--- config.mk ---
export PLATFORM = sky130hd
export DESIGN_NAME = imem_fetch_ctrl_flat
export DESIGN_NICKNAME = d
export VERILOG_FILES = /design/src/rtl/imem_fetch_ctrl_if.sv /design/src/rtl/imem_fetch_ctrl.sv /design/src/flat_wrapper.sv
export SDC_FILE = /design/constraint.sdc
export NUM_CORES = 1
export LEC_CHECK = 0
export ABC_AREA = 1
export BUFFER_PORTS_ARGS = -buffer_cell sky130_fd_sc_hd__buf_2
export CORE_UTILIZATION = 30
export DETAILED_ROUTE_END_ITERATION = 16
export SLEW_MARGIN = 20
export SYNTH_ARGS = -nofsm -noshare
export SYNTH_HDL_FRONTEND = slang
export SYNTH_SLANG_ARGS = --single-unit
--- constraint.sdc ---
create_clock -name clk -period 2.3 [get_ports clk]
set_clock_uncertainty 0.2 [all_clocks]
set_input_delay 0.46 -clock clk [delete_from_list [all_inputs] [get_ports clk]]
set_output_delay 0.46 -clock clk [all_outputs]
set_load 0.05 [all_outputs]
--- src/rtl/imem_fetch_ctrl_if.sv ---
// Fetch-side bundle: address/data to the combinational imem plus the instr handshake to decode.
// No storage; no latency.
// Backpressure is carried by instr_ready against instr_valid.
interface imem_fetch_ctrl_if #(
    parameter int n = 32,
    parameter int r = 6
);
    logic [r-1:0] imem_addr;
    logic [n-1:0] imem_data;
    logic [n-1:0] instr;
    logic [r-1:0] instr_pc;
    logic         instr_valid;
    logic         instr_ready;

    modport master (
        output imem_addr,
        input  imem_data,
        output instr,
        output instr_pc,
        output instr_valid,
        input  instr_ready
    );

    modport slave (
        input  imem_addr,
        output imem_data,
        input  instr,
        input  instr_pc,
        input  instr_valid,
        output instr_ready
    );
endinterface

--- src/rtl/imem_fetch_ctrl.sv ---
// Fetch sequencer: owns pc, reads combinational imem, registers instr for decode (optional FETCH_PERF_CNT_EN counters).
// Latency: address presented in cycle k appears on instr in cycle k+1.
// Backpressure: instr_valid && !instr_ready holds instr, instr_pc and pc.
module imem_fetch_ctrl #(
    parameter int           n         = 32,
    parameter int           r         = 6,
    parameter logic [r-1:0] LAST_ADDR = {r{1'b1}}
) (
    input  logic             clk,
    input  logic             rst_n,
    input  logic             start,
    input  logic [r-1:0]     start_addr,
    input  logic             halt,
    input  logic             br_valid,
    input  logic [r-1:0]     br_target,
    output logic             busy,
    output logic             done,
`ifdef FETCH_PERF_CNT_EN
    output logic [31:0]      fetch_count,
    output logic [15:0]      flush_count,
`endif
    imem_fetch_ctrl_if.master bus
);
    typedef enum logic [1:0] {IDLE, FETCH, DRAIN, DONE} state_t;

    state_t       state, state_nxt;
    logic [r-1:0] pc, pc_nxt;
    logic         valid_nxt;
    logic         fire;
    logic         redirect;
    logic         launch;

    always_comb begin
        state_nxt = state;
        pc_nxt    = pc;
        valid_nxt = bus.instr_valid;
        fire      = 1'b0;
        redirect  = 1'b0;
        launch    = 1'b0;
        case (state)
            IDLE: begin
                if (start) begin
                    launch    = 1'b1;
                    pc_nxt    = start_addr;
                    state_nxt = FETCH;
                end
            end
            FETCH: begin
                if (br_valid) begin
                    redirect = 1'b1;
                end else if (halt) begin
                    state_nxt = DRAIN;
                    if (bus.instr_ready) valid_nxt = 1'b0;
                end else if (!bus.instr_valid || bus.instr_ready) begin
                    fire      = 1'b1;
                    valid_nxt = 1'b1;
                    // Last word: stop here rather than wrap pc back to 0.
                    if (pc == LAST_ADDR) state_nxt = DRAIN;
                    else                 pc_nxt    = pc + 1'b1;
                end
            end
            DRAIN: begin
                if (br_valid) begin
                    redirect = 1'b1;
                end else begin
                    if (bus.instr_ready) valid_nxt = 1'b0;
                    if (!bus.instr_valid || bus.instr_ready) state_nxt = DONE;
                end
            end
            DONE: begin
                if (br_valid) begin
                    redirect = 1'b1;
                end else if (start) begin
                    launch    = 1'b1;
                    pc_nxt    = start_addr;
                    state_nxt = FETCH;
                end
            end
            default: state_nxt = IDLE;
        endcase
        // A redirect flushes whatever is pending, even if decode is taking it this cycle.
        if (redirect) begin
            pc_nxt    = br_target;
            valid_nxt = 1'b0;
            state_nxt = FETCH;
        end
    end

    always_ff @(posedge clk or negedge rst_n) begin
        if (!rst_n) state <= IDLE;
        else        state <= state_nxt;
    end

    always_ff @(posedge clk or negedge rst_n) begin
        if (!rst_n) begin
            pc              <= '0;
            bus.instr       <= '0;
            bus.instr_pc    <= '0;
            bus.instr_valid <= 1'b0;
        end else begin
            pc              <= pc_nxt;
            bus.instr_valid <= valid_nxt;
            if (fire) begin
                bus.instr    <= bus.imem_data;
                bus.instr_pc <= pc;
            end
        end
    end

    assign bus.imem_addr = pc;
    assign busy          = (state == FETCH) || (state == DRAIN);
    assign done          = (state == DONE);

`ifdef FETCH_PERF_CNT_EN
    always_ff @(posedge clk or negedge rst_n) begin
        if (!rst_n) begin
            fetch_count <= '0;
            flush_count <= '0;
        end else if (launch) begin
            fetch_count <= '0;
            flush_count <= '0;
        end else begin
            if (fire && fetch_count != '1) fetch_count <= fetch_count + 32'd1;
            if (redirect && bus.instr_valid && flush_count != '1)
                flush_count <= flush_count + 16'd1;
        end
    end
`endif
endmodule

--- src/flat_wrapper.sv ---
// flat-port wrapper written by rule: the top's interface ports become plain ports
module imem_fetch_ctrl_flat 
#(
    parameter int           n         = 32,
    parameter int           r         = 6,
    parameter logic [r-1:0] LAST_ADDR = {r{1'b1}}
)
  (clk, rst_n, start, start_addr, halt, br_valid, br_target, busy, done, bus_imem_addr, bus_imem_data, bus_instr, bus_instr_pc, bus_instr_valid, bus_instr_ready);
  imem_fetch_ctrl_if #(.n(n), .r(r)) bus_i ();
  input  logic clk;
  input  logic rst_n;
  input  logic start;
  input  logic [r-1:0] start_addr;
  input  logic halt;
  input  logic br_valid;
  input  logic [r-1:0] br_target;
  output logic busy;
  output logic done;
  output wire logic [$bits(bus_i.imem_addr)-1:0] bus_imem_addr;
  input wire logic [$bits(bus_i.imem_data)-1:0] bus_imem_data;
  output wire logic [$bits(bus_i.instr)-1:0] bus_instr;
  output wire logic [$bits(bus_i.instr_pc)-1:0] bus_instr_pc;
  output wire logic [$bits(bus_i.instr_valid)-1:0] bus_instr_valid;
  input wire logic [$bits(bus_i.instr_ready)-1:0] bus_instr_ready;
  assign bus_imem_addr = bus_i.imem_addr;
  assign bus_i.imem_data = bus_imem_data;
  assign bus_instr = bus_i.instr;
  assign bus_instr_pc = bus_i.instr_pc;
  assign bus_instr_valid = bus_i.instr_valid;
  assign bus_i.instr_ready = bus_instr_ready;
  imem_fetch_ctrl #(.n(n), .r(r), .LAST_ADDR(LAST_ADDR)) u_core (.clk(clk), .rst_n(rst_n), .start(start), .start_addr(start_addr), .halt(halt), .br_valid(br_valid), .br_target(br_target), .busy(busy), .done(done), .bus(bus_i));
endmodule
==> impl_metrics.py <==
metrics = {
    "outcome": {
        "outcome": "complete, no violations",
    },
    "yosys": {
        "synth_seq_cells": 47,
        "synthSimpleGateAreaFrac": 0.357,
        "avgSynthCellArea_um2": 7.84,
        "synth_compound_area_frac": 0.0429,
        "ys_warn_count": 0,
        "synthMuxAreaShare": 0,
        "postSynthCellCount": 294,
        "synthDistinctLibCells": 25,
        "syn_nets": 350,
        "synth_top_family_by_area": "simple AND/OR/NAND/NOR gates",
        "synth-xor-area-share": 0,
        "synth_adder_area_share": 0.0326,
        "synthesis.area_mm2": 0.00230,
        "synth-seq-area-share": 0.510,
    },
    "clocking": {
        "cts_made_buffers": 5,
        "cts_setup_buffers": 0,
        "cts_tree": "done",
        "ctsHoldBuffers": 1,
        "insertion_delay_ns": 0.29,
        "path_clk_slew_ns": 0.08,
        "clockBufferDepth": 2,
        "htree_levels": 2,
        "cts.sinks": 47,
        "cts.repair.resized": 0,
        "cts_root_buf": "clkbuf_8",
    },
    "worst_setup_path": {
        "reg2reg_from": "u_core.state[1]",
        "crit_path_start": "u_core.state[1]",
        "path_max_fanout": 14,
        "crit_path_start_kind": "register",
        "critPathRequiredTime_ns": 2.29,
        "crit_type": "register to register",
        "arrival_ns": 2.05,
        "critPathCaptureType": "register",
        "r2r_cells": 11,
    },
    "sta": {
        "rsz0062_at_grt": "false",
        "fmax_ghz": 0.485,
        "tns_ns": 0,
        "setup_violations": 0,
        "fin_ws_ns": 0.240,
        "post-route-period-util": 0.896,
        "relSlewSlack": 0.654,
        "whs_ns": 0.196,
        "hold_viol": 0,
        "drv_slew": 0,
        "tightestPinTransition_ns": 0.519,
        "period_minus_slack_ns": 2.06,
    },
    "drt": {
        "detail_route.vias_per_cell": 4.50,
        "drt_pass1_iterations": 4,
        "finalWirelength_um": 5700,
        "drt_iter0_drc": 70,
        "num_vias": 2205,
        "remaining_drc_errors": 0,
        "wl_per_cell_um": 11.6,
        "detail-route-antenna-nets": 0,
    },
    "power": {
        "ir_worst_vdd_mv": 0.612,
        "leakage_nw": 1.73,
        "p_per_area_mw_per_mm2": 1690,
    },
    "floorplanning": {
        "fp.dieH_um": 89.7,
        "rows": 31,
        "dieArea_mm2": 0.00804,
        "initial_core_util": 0.314,
        "ios": 97,
        "fp.dieW_um": 89.7,
        "coreArea_mm2": 0.00733,
    },
    "final_layout": {
        "drive_above_1_share": 0.302,
        "fin_nets": 447,
        "num_antenna_cells": 0,
        "stdcell_area_mm2": 0.00299,
        "area_growth_pct": 29.8,
        "fillCellCount": 765,
    },
    "job": {
        "cap_violations": 0,
    },
    "worst_hold_path": {
        "min_from": "bus_imem_data[16]",
        "min_path_cells": 3,
        "hold_path.class": "input pin to register",
    },
    "global_routing": {
        "grt_pass1_vias": 1938,
        "antenna_found_initial": 0,
        "overflow": 0,
        "grt_use_total": 0.143,
        "grt_pass1_wl_um": 8770,
        "grt_start_max_net_pins": 44,
    },
    "place": {
        "portBuffers": 96,
        "gp_congestion": 0.865,
        "dpl_worst_slack_ns": 0.262,
        "dpl-instance-area_mm2": 0.00289,
        "hpwl_um": 4180,
    },
}
==> sequential cells by signal, indices dropped and copies added (netlist names) <==
signal                  count
u_core.bus.instr_valid      1
u_core.bus.instr           32
u_core.bus.instr_pc         6
u_core.bus.imem_addr        6
u_core.state                2
==> cells by family after synthesis <==
logic type | after synthesis
AO/OA/AOI/OAI | 18
adder cells (fa/ha/maj) | 6
buffers and inverters | 29
flip-flops | 47
AND/OR/NAND/NOR | 194
==> cells in the final DEF (no fill, tap or decap), drive strengths merged, types with 2 or more instances in the layout <==
| master | n |
|---|---|
| nor2 | 22 |
| clkbuf | 6 |
| dfrtp | 47 |
| nand2 | 126 |
| inv | 16 |
| nand3 | 44 |
| clkinv | 2 |
| o21ai | 14 |
| buf | 101 |
| ha | 6 |
==> stage by stage <==
step,utilization,total power [W],cells
3_3_place_gp,0.395,0.00459,482
6_report,0.408,0.00507,490
4_1_cts,0.408,0.00512,490
3_5_place_dp,0.395,0.00462,482
2_1_floorplan,-,0.00389,294
5_1_grt,0.408,0.00545,490
==> metal layers <==
layer / part of all wire / wire length, um / global-route usage / up-vias
li1: - / - / - / 1123
met1: 0.46 / 2640 / 0.173 / 1002
met2: 0.46 / 2620 / 0.249 / 76
met3: 0.072 / 409 / 0.0402 / 4
met4: 0.0054 / 31 / 0.0375 / 0
met5: 0 / 0 / 0 / -
==> Yosys cell counts <==
cell type,n,area (um^2)
nand2_1,121,454
dfrtp_1,47,1180
nand3_1,44,220
nor2_1,20,75.1
inv_1,15,56.3
buf_2,7,35.0
o21ai_0,7,35.0
ha_1,6,75.1
o21ai_1,6,30.0
clkbuf_1,3,11.3
nand2_2,3,18.8
nand2_4,2,22.5
a21oi_1,1,5.00
a31oi_1,1,6.26
buf_4,1,7.51
buf_6,1,11.3
clkinv_1,1,3.75
inv_4,1,6.26
nand4_1,1,6.26
nor2_2,1,6.26
nor2_4,1,11.3
o21ai_2,1,8.76
o21bai_1,1,7.51
o22ai_1,1,6.26
or2_4,1,8.76
==> critical path, stage by stage (launching register included) <==
cell,delay [ns]
dfrtp_1,0.43
inv_1,0.13
ha_1,0.21
inv_1,0.07
nand2_2,0.20
inv_1,0.18
nor2_1,0.13
nand2_1,0.09
nand2_4,0.13
inv_4,0.05
nand2_1,0.07
o21ai_2,0.05
==> worst paths after layout <==
path / endpoint / slack [ns]
setup / recovery: u_core.bus.imem_addr[1] / 0.24
hold / removal: u_core.bus.instr[16] / 0.20
setup reg to reg: u_core.bus.imem_addr[1] / 0.24
hold reg to reg: u_core.bus.instr[20] / 0.27
max in group asynchronous: u_core.bus.instr[9] / 0.91
min in group asynchronous: u_core.bus.instr[10] / 0.48
==> where the power goes <==
part | total [W] | switching [W] | internal, W
registers | 0.00148 | 0.000264 | 0.00122
clock network | 0.000491 | 0.000255 | 0.000236
logic | 0.00309 | 0.00235 | 0.000739
total | 0.00507 | 0.00287 | 0.00219
==> layout make-up <==
type                       instances  area (um^2)  area share
clock inverter                     1         5.00     0.00167
clock buffer                       6         82.6      0.0276
timing repair buffer             102          541       0.181
inverter                          17         66.3      0.0222
multi-input combinational        218          997       0.333
tap                               99          124      0.0414
sequential                        47         1180       0.393
Power figures use the tool's default switching activity.
